`config.mk`:
```
export PLATFORM = sky130hd
export DESIGN_NAME = iir_result_decimator
export DESIGN_NICKNAME = d
export VERILOG_FILES = /design/src/rtl/iir_result_decimator.sv
export SDC_FILE = /design/constraint.sdc
export NUM_CORES = 1
export LEC_CHECK = 0
export CORE_UTILIZATION = 60
export DETAILED_ROUTE_END_ITERATION = 8
export PLACE_DENSITY = 0.87
export SETUP_SLACK_MARGIN = 0.1
export SLEW_MARGIN = 20
export SYNTH_ARGS = -nofsm -noshare
export SYNTH_HDL_FRONTEND = slang
export SYNTH_SLANG_ARGS = --single-unit
```
`constraint.sdc`:
```
create_clock -name clk -period 3.8 [get_ports clk]
set_input_delay 0.76 -clock clk [delete_from_list [all_inputs] [get_ports clk]]
set_output_delay 0.76 -clock clk [all_outputs]
set_load 0.1 [all_outputs]
```
`src/rtl/iir_result_decimator.sv`:
```
// iir_result_decimator: accumulate-and-dump decimator for the IIR filter result stream.
// Each block of DEC enabled samples is summed, then rounded (half up), shifted right by
// SHIFT, saturated to OUT_W bits and buffered in a show-ahead FIFO.
// Ports:
//   clk, rst_n       clock, asynchronous active-low reset
//   clear            synchronous clear of datapath, FIFO and flags
//   in_en, in_data   filter result and its enable
//   out_valid/ready  FIFO head handshake, out_data is the head (0 when empty)
//   fifo_level       entries held
//   overflow         sticky, a decimated sample was dropped on a full FIFO
//   sat              pulse, the sample about to be written was clipped
module iir_result_decimator #(
    parameter int unsigned IN_W       = 24,
    parameter int unsigned OUT_W      = 16,
    parameter int unsigned DEC        = 4,
    parameter int unsigned SHIFT      = 2,
    parameter int unsigned FIFO_DEPTH = 8
) (
    input  logic                            clk,
    input  logic                            rst_n,
    input  logic                            clear,
    input  logic                            in_en,
    input  logic signed [IN_W-1:0]          in_data,
    output logic                            out_valid,
    input  logic                            out_ready,
    output logic signed [OUT_W-1:0]         out_data,
    output logic [$clog2(FIFO_DEPTH):0]     fifo_level,
    output logic                            overflow,
    output logic                            sat
);
    localparam int unsigned AW = IN_W + $clog2(DEC);
    localparam int unsigned RW = AW + 1;
    localparam int unsigned CW = (DEC > 1) ? $clog2(DEC) : 1;
    localparam int unsigned PW = (FIFO_DEPTH > 1) ? $clog2(FIFO_DEPTH) : 1;
    localparam int unsigned LW = $clog2(FIFO_DEPTH) + 1;

    localparam logic [CW-1:0]        CNT_LAST = CW'(DEC - 1);
    localparam logic signed [RW-1:0] RND      = RW'((2 ** SHIFT) / 2);
    localparam logic signed [RW-1:0] MAXV     = RW'((2 ** (OUT_W - 1)) - 1);
    localparam logic signed [RW-1:0] MINV     = RW'(-(2 ** (OUT_W - 1)));
    localparam logic [LW-1:0]        LVL_FULL = LW'(FIFO_DEPTH);

    // Stage 1: block accumulator
    logic signed [AW-1:0] acc;
    logic signed [AW-1:0] acc_sum_c;
    logic signed [AW-1:0] sum_r;
    logic                 sum_v;
    logic [CW-1:0]        cnt;

    assign acc_sum_c = acc + AW'(in_data);

    always_ff @(posedge clk or negedge rst_n) begin
        if (!rst_n) begin
            acc   <= '0;
            cnt   <= '0;
            sum_r <= '0;
            sum_v <= 1'b0;
        end else if (clear) begin
            acc   <= '0;
            cnt   <= '0;
            sum_v <= 1'b0;
        end else begin
            sum_v <= 1'b0;
            if (in_en) begin
                if (cnt == CNT_LAST) begin
                    sum_r <= acc_sum_c;
                    sum_v <= 1'b1;
                    acc   <= '0;
                    cnt   <= '0;
                end else begin
                    acc <= acc_sum_c;
                    cnt <= cnt + CW'(1);
                end
            end
        end
    end

    // Stage 2: round half up, shift, saturate
    logic signed [RW-1:0]    rnd_c;
    logic signed [RW-1:0]    shr_c;
    logic signed [OUT_W-1:0] clip_c;
    logic                    clipped_c;
    logic signed [OUT_W-1:0] wr_data;
    logic                    wr_v;

    always_comb begin
        rnd_c     = RW'(sum_r) + RND;
        shr_c     = rnd_c >>> SHIFT;
        clip_c    = OUT_W'(shr_c);
        clipped_c = 1'b0;
        if (shr_c > MAXV) begin
            clip_c    = OUT_W'(MAXV);
            clipped_c = 1'b1;
        end else if (shr_c < MINV) begin
            clip_c    = OUT_W'(MINV);
            clipped_c = 1'b1;
        end
    end

    always_ff @(posedge clk or negedge rst_n) begin
        if (!rst_n) begin
            wr_data <= '0;
            wr_v    <= 1'b0;
            sat     <= 1'b0;
        end else if (clear) begin
            wr_v <= 1'b0;
            sat  <= 1'b0;
        end else begin
            wr_data <= clip_c;
            wr_v    <= sum_v;
            sat     <= sum_v & clipped_c;
        end
    end

    // Show-ahead FIFO with registered head
    logic signed [OUT_W-1:0] mem [FIFO_DEPTH];
    logic [PW-1:0]           rd_ptr;
    logic [PW-1:0]           wr_ptr;
    logic [PW-1:0]           rd_ptr_n_c;
    logic [LW-1:0]           level_n_c;
    logic signed [OUT_W-1:0] head_n_c;
    logic                    pop_c;
    logic                    push_c;
    logic                    drop_c;
    logic                    full_c;

    always_comb begin
        full_c     = (fifo_level == LVL_FULL);
        pop_c      = out_valid & out_ready;
        push_c     = wr_v & (~full_c | pop_c);
        drop_c     = wr_v & full_c & ~pop_c;
        rd_ptr_n_c = pop_c ? rd_ptr + PW'(1) : rd_ptr;
        level_n_c  = fifo_level + LW'(push_c) - LW'(pop_c);
        // A push into a FIFO that is empty after this pop becomes the head directly
        head_n_c   = (push_c && (rd_ptr_n_c == wr_ptr)) ? wr_data : mem[rd_ptr_n_c];
    end

    always_ff @(posedge clk) begin
        if (push_c && !clear) begin
            mem[wr_ptr] <= wr_data;
        end
    end

    always_ff @(posedge clk or negedge rst_n) begin
        if (!rst_n) begin
            rd_ptr     <= '0;
            wr_ptr     <= '0;
            fifo_level <= '0;
            out_valid  <= 1'b0;
            out_data   <= '0;
            overflow   <= 1'b0;
        end else if (clear) begin
            rd_ptr     <= '0;
            wr_ptr     <= '0;
            fifo_level <= '0;
            out_valid  <= 1'b0;
            out_data   <= '0;
            overflow   <= 1'b0;
        end else begin
            rd_ptr     <= rd_ptr_n_c;
            if (push_c) begin
                wr_ptr <= wr_ptr + PW'(1);
            end
            fifo_level <= level_n_c;
            out_valid  <= (level_n_c != '0);
            out_data   <= (level_n_c != '0) ? head_n_c : '0;
            if (drop_c) begin
                overflow <= 1'b1;
            end
        end
    end

endmodule

```
# Word level (Yosys, flattened, before mapping)
# Memories as Yosys holds them, arrays and structs flattened.
# Index checks and enable logic that the tools add are counted.
[word_totals]
ff_bits = 101
ramBits = 128
input_bits = 29
out_inout_bits = 23
wordCells = 71
mem_count = 1
[op_classes]
addsub = 7
order_cmp = 2
n_eq_ne = 3
muxes = 28
n_bitwise = 9
n_reduce_logical = 8
[memory_table]
columns = ["name", "depth", "width", "rd", "rd_ports_with_merged_regs", "write_ports", "line_no", "source"]
rows = [
  ["mem", 8, 16, 1, 0, 1, "116", "logic signed [OUT_W-1:0] mem [FIFO_DEPTH];"],
]
[ops]
columns = ["cell", "n"]
rows = [
  ["2-to-1 mux 16 bit", 5],
  ["2-to-1 mux 26 bit", 3],
  ["adder 26 x 3 -> 27 bit, second input constant", 1],
  ["adder 26 x 24 -> 26 bit", 1],
  ["greater-than comparator 25 x 16 -> 1 bit, second input constant", 1],
  ["< comparator 25 x 16 -> 1 bit, second input constant", 1],
  ["2-to-1 mux 1 bit", 12],
  ["2-to-1 mux 3 bit", 4],
  ["adder 3 x 1 -> 3 bit, second input constant", 2],
  ["2-to-1 mux 2 bit", 3],
  ["nonzero test 2 bit", 3],
  ["bitwise AND 1 bit", 5],
  ["adder 4 x 1 -> 4 bit", 1],
  ["== test 4 bit, second input constant", 1],
  ["2-to-1 mux 4 bit", 1],
  ["nonzero test 4 bit", 1],
  ["subtractor 4 x 1 -> 4 bit", 1],
  ["== test 3 bit", 1],
  ["NOT 1 bit", 3],
  ["AND reduction 3 bit", 1],
  ["adder 2 x 1 -> 2 bit, second input constant", 1],
  ["== test 2 bit, second input constant", 1],
  ["logical AND 1 bit", 2],
  ["logical NOT 1 bit", 1],
  ["bitwise OR 1 bit", 1],
]

# Depth between registers and ports, before layout
[logic_depth]
ltp_word = 9
mapped_depth = 14

# Least setup slack after synthesis
# No wires, ideal clock.
[synth_timing]
path_kind = "register -> register"
from = "register fifo_level[2]"
to = "register out_data[10]"
setup_ns = 0.140
arrival_ns = 3.525
required_time_ns = 3.660
setup_slack_ns = 0.135
path_stages_with_launch = 14
n_path_buf = 1
synth_period_minus_slack_ns = 3.665
path_cell_list = "dfrtp_1 -> inv_1 -> ha_1 -> nand3_1 -> nand2_1 -> ha_1 -> inv_1 -> ha_1 -> fa_1 -> xnor2_1 -> nor2_1 -> nor4_2 -> clkbuf_1 -> a211oi_1"
[synth_via]
elab_chain_len = 9
elab_cells_between_ends = 11
[synth_rtl]
columns = ["element", "line_no", "source"]
rows = [
  ["from (decl)", "27", "output logic [$clog2(FIFO_DEPTH):0] fifo_level,"],
  ["from (signal assigned)", "164", "fifo_level <= level_n_c;"],
  ["== test 4 bit", "128", "full_c = (fifo_level == LVL_FULL);"],
  ["NOT 1 bit", "130", "push_c = wr_v & (~full_c | pop_c);"],
  ["bitwise OR 1 bit", "130", ""],
  ["bitwise AND 1 bit", "130", ""],
  ["adder 4 x 1 -> 4 bit", "133", "level_n_c = fifo_level + LW'(push_c) - LW'(pop_c);"],
  ["subtractor 4 x 1 -> 4 bit", "133", ""],
  ["nonzero test 4 bit", "166", "out_data <= (level_n_c != '0) ? head_n_c : '0;"],
  ["2-to-1 mux 16 bit (*)", "166", ""],
  ["2-to-1 mux 16 bit (*)", "152", "end else if (clear) begin"],
  ["to (signal assigned)", "166", ""],
  ["to (decl)", "26", "output logic signed [OUT_W-1:0] out_data,"],
]
# Every way passes the cells marked *; elsewhere a longest branch is shown, timed or not.
# A chain may end at the register's enable or synchronous reset.

# Worst setup path in the final report
[layout_timing]
from = "input port in_data[0]"
to = "register sum_r[24]"
[layout_via]
elab_chain_len = 1
[layout_rtl]
columns = ["element", "line_no", "source"]
rows = [
  ["from (decl)", "23", "input logic signed [IN_W-1:0] in_data,"],
  ["adder 26 x 24 -> 26 bit", "50", "assign acc_sum_c = acc + AW'(in_data);"],
  ["to (signal assigned)", "66", "sum_r <= acc_sum_c;"],
  ["to (decl)", "46", "logic signed [AW-1:0] sum_r;"],
]
# Every way passes these cells.

==> results <==
- The die covers 18390 µm².
- The buffer type at the clock tree root is sky130_fd_sc_hd__clkbuf_16.
- The number of global-route vias before repair is 6923.
- The wire length the detailed router placed on met1 is 9027 µm.
- The number of cells on the worst reg-to-reg path is 10.
- Of the available clock period, the critical path in the final layout requires 88.52%.
- Timing would allow up to 297.3 MHz.
- Gates resized during post-CTS repair numbered 0.
- The total half-perimeter wirelength after legalization and detailed placement is 14300 µm.
- The complex-gate fraction of the synthesized area is 9.871%.
- After detailed routing, the number of remaining DRC violations is 0.
- For this block, the initial DRC count from the detailed router was 496.
- The wire length reported by the detailed router is 22130 µm.
- The core region is 17360 µm².
- The number of buffers inserted for hold repair after clock tree synthesis is 0.
- For this run, the post-layout net count is 914.
- The worst-case setup slack after placement is -0.06960 ns.
- The clock reaches the later pin of the worst-skew pair after 0.52 ns.
- By area the synthesized netlist is led by sky130_fd_sc_hd__edfxtp_1, sky130_fd_sc_hd__dfrtp_1, sky130_fd_sc_hd__mux4_2.
- Setup repair after global routing left no endpoint under its margin.
- The main combinational cell family by area after synthesis is multiplexers.
- Traced cell by cell, the critical path runs through clkdlybuf4s50_1 > ha_1 > fa_1 > a21oi_1 > o22ai_1 > or4_1 > and2_1 > a211oi_2 > o31ai_1 > xor2_1 > mux2_2.
- Synthesis produced a netlist with a net count of 839.
- The CTS tree is done.
- The minimum clock period after layout is 3.364 ns.
- The overall overflow remaining after global route is 0.
- From synthesis to final layout, the design area changed by 15.09%.
- After clock tree synthesis, the clock-pin slew on the worst setup and hold paths is 0.06 ns.
- The cell area after placement is 11620 µm².
- The post-route clock skew is 0.01166 ns.
- In this run the top signal layer used is met4.
- The first global-routing pass estimated 35910 µm of wire.
- After synthesis, the largest area contributor takes up 35.89% of total cell area.
- The hold violation total from the final report was 0.
- Counting flops and latches in the post-synthesis netlist gives 228.
- After synthesis, flip-flops and latches occupy 59.25% of the total area.
- The initial antenna violation count is 0.
- The fill cell total of the finished layout is 1104.
- The total count of max-transition violations in the final report is 0.
- After routing the design area is 12330 µm².
- The run finished with clean final reports.
- The mux contribution to synthesized area is 11.13%.
- Once routing completed, OpenROAD measured the worst setup slack at 0.4361 ns.
- The maximum net fanout on the critical path is 3.
- Routability-driven placement finished with a final weighted congestion of 0.8935.
- CTS built an H-tree with a depth of 1.
- For this configuration, the core starts out at a cell density of 61.71%.
- At the worst endpoint, the required time is 4.19 ns.
- At the worst endpoint, the arrival time is 3.76 ns.
- The design draws 8.629 mW.
- The simple-gate area share of the yosys netlist is 9.217%.
- Row generation in the floorplan step produced 48 rows.
- The ratio of total power to cell area is 700.0 nW/µm².
- From bottom edge to top edge, the die measures 135.6 µm.
- The total length of routed met3 wires is 1178 µm.
- A synthesized cell averages 13.84 µm².
- Of the total synthesized cell area, the portion taken by XOR and XNOR cells is 4.136%.
- The slowest stage cell on the critical path is sky130_fd_sc_hd__or4_1.
- Across the run, the number of max-cap violations was 0.
- The hold slack is 0.3073 ns.
- The standby leakage power is 4.966 nW.
- The number of top-level design ports is 52.
- The clock passes through at most 3 buffers.
- In the final layout, the multi-input gates occupy 4184 µm².
- The synthesized design spends more area on one cell type than any other, namely sky130_fd_sc_hd__edfxtp_1.
- The relative max-transition margin is 34.19%.
- Synthesis instantiated 77 different standard cells from the library.
- The worst hold path class is input port to async pin.
- The register area is 6346 µm².
- After Yosys synthesis, full adders, half adders and majority gates account for 4.346% of the synthesized area.
- In the final layout, the share of cells above drive strength 1 is 17.76%.
- After synthesis the cells add up to 10710 µm².
- The synthesized design contains 128 enable-type register cells.
- The average routed wire per standard cell is 20.27 µm.
- The routed length on met2 is 11460 µm.
- For this run, asynchronously set or reset flops after synthesis account for 43.86%.
- The number of buffers inserted by post-CTS setup repair is 0.
- Among all flip-flop cells after synthesis, the most frequent one is sky130_fd_sc_hd__edfxtp_1.
- Using the TritonRoute via totals, the vias-per-cell ratio works out to 6.161.
- The count of nets left with antenna violations once routing finished came out at 0.
- In the synthesized netlist, the number of instances is 774.
- The core occupancy in the finished layout is 71.02%.
- The antenna diode instance count is 0.
- The via total after detailed routing is 6728.
- The clock net in this run drives a total of 228 sinks.
- The total of endpoints with negative setup slack in the final report is 0.
- The overall die width is 135.6 µm.
- The worst setup path is launched from an input port.
- The largest single stage delay on the critical path is 0.56 ns.
- The worst setup path is captured at a flop.
- The maximum number of pins on one net before global-route repair is 56.
- Buffers inserted during clock tree synthesis total 24.
- The Yosys step of the flow raised 0 warnings.
- Global routing used 25.54% of the available tracks.
- The number of I/O port buffers is 51.
- The first detailed-routing pass ran for 5 iterations.
- The worst-case IR drop observed on VDD is 0.5180 mV.
- The transition time at the pin with the least slew margin is 0.9841 ns.
- By startpoint and endpoint, the worst setup path is classified as input port to flop.
==> cell usage after synthesis (all sizes together), types with 11 or more instances <==
cell,instances
a211oi,20
a21o,12
a21oi,21
a22o,13
and3,16
buf,11
clkbuf,18
dfrtp,100
edfxtp,128
ha,34
inv,14
mux2,25
mux2i,19
mux4,32
nand2,56
nand3,13
nor2,56
o21ai,49
xnor2,20
xor2,25
==> metrics by stage <==
step,TNS (ns),instances
2_1_floorplan,0,774
3_3_place_gp,-0.006503,1048
3_5_place_dp,-0.1159,1048
4_1_cts,0,1092
5_1_grt,0,1092
6_report,0,1092
==> cell usage in the layout, fill, tap and decap left out, drive strengths merged, types with 3 or more instances in the layout <==
cell,instances
edfxtp,128
dfrtp,100
nor2,56
nand2,56
clkdlybuf4s50,50
o21ai,49
ha,34
clkbuf,34
mux4,32
buf,28
mux2,25
xor2,25
a21oi,21
xnor2,20
a211oi,20
mux2i,19
and3,16
inv,14
nand3,13
a22o,13
a21o,12
clkinv,10
nor2b,7
nand2b,7
nand4,6
and4,6
o21a,5
nor3,5
or3,4
and2,4
o211ai,4
o22ai,3
a41oi,3
nor4,3
==> sequential cells by signal, summed over array words and instances, names as in the netlist <==
name        count
acc            26
sat             1
wr_data        16
fifo_level      4
out_data       16
mem           128
rd_ptr          3
wr_v            1
cnt             2
sum_r          25
wr_ptr          3
overflow        1
out_valid       1
sum_v           1
==> final cells by class <==
type                    count  share of cell area, %
clock buffers              34                  5.258
clock inverters            10                 0.5075
inverters                  15                 0.4568
multi-input cells         502                  33.94
flip-flops and latches    228                  51.48
well taps                 225                  2.284
repair buffers             78                  6.070
==> power breakdown <==
group          internal, mW  total, mW  leakage (nW)  switching, mW
clock                  1.19       2.12         0.350          0.932
sequential             3.12       3.55          2.44          0.425
combinational          1.16       2.96          2.17           1.80
==> worst max-delay path: cells and delay by family <==
kind	cells	cell delay, ns
xor gates and xnor gates	1	0.17
muxes	1	0.28
AOI/OAI and AO/OA	4	0.73
adders and majority gates	2	0.64
buffers and inverters	1	0.40
and+or+nand+nor	2	0.77
==> final timing paths <==
path | from | end | slack (ns)
max | in_data[0] | sum_r[24] | 0.44
min in group clk | acc[21] | acc[21] | 0.49
max reg2reg | acc[0] | sum_r[24] | 0.72
max in group asynchronous | rst_n | acc[15] | 2.76
min | rst_n | out_data[9] | 0.31
min reg2reg | acc[21] | acc[21] | 0.49
==> metal layers <==
metal  up-vias  track usage, %
li1       3086               -
met1      3364           33.12
met2       231           45.24
met3        47           3.442
met4         0           6.492
met5         -               0
==> cells by family after synthesis <==
group                    count (synthesis)
flip-flops                             228
AND/OR/NAND/NOR                        193
AO/OA/AOI/OAI                          151
multiplexers                            76
XOR/XNOR                                46
buffers and inverters                   44
adder cells (fa/ha/maj)                 36
No activity file was read; power rests on OpenSTA's default activity.
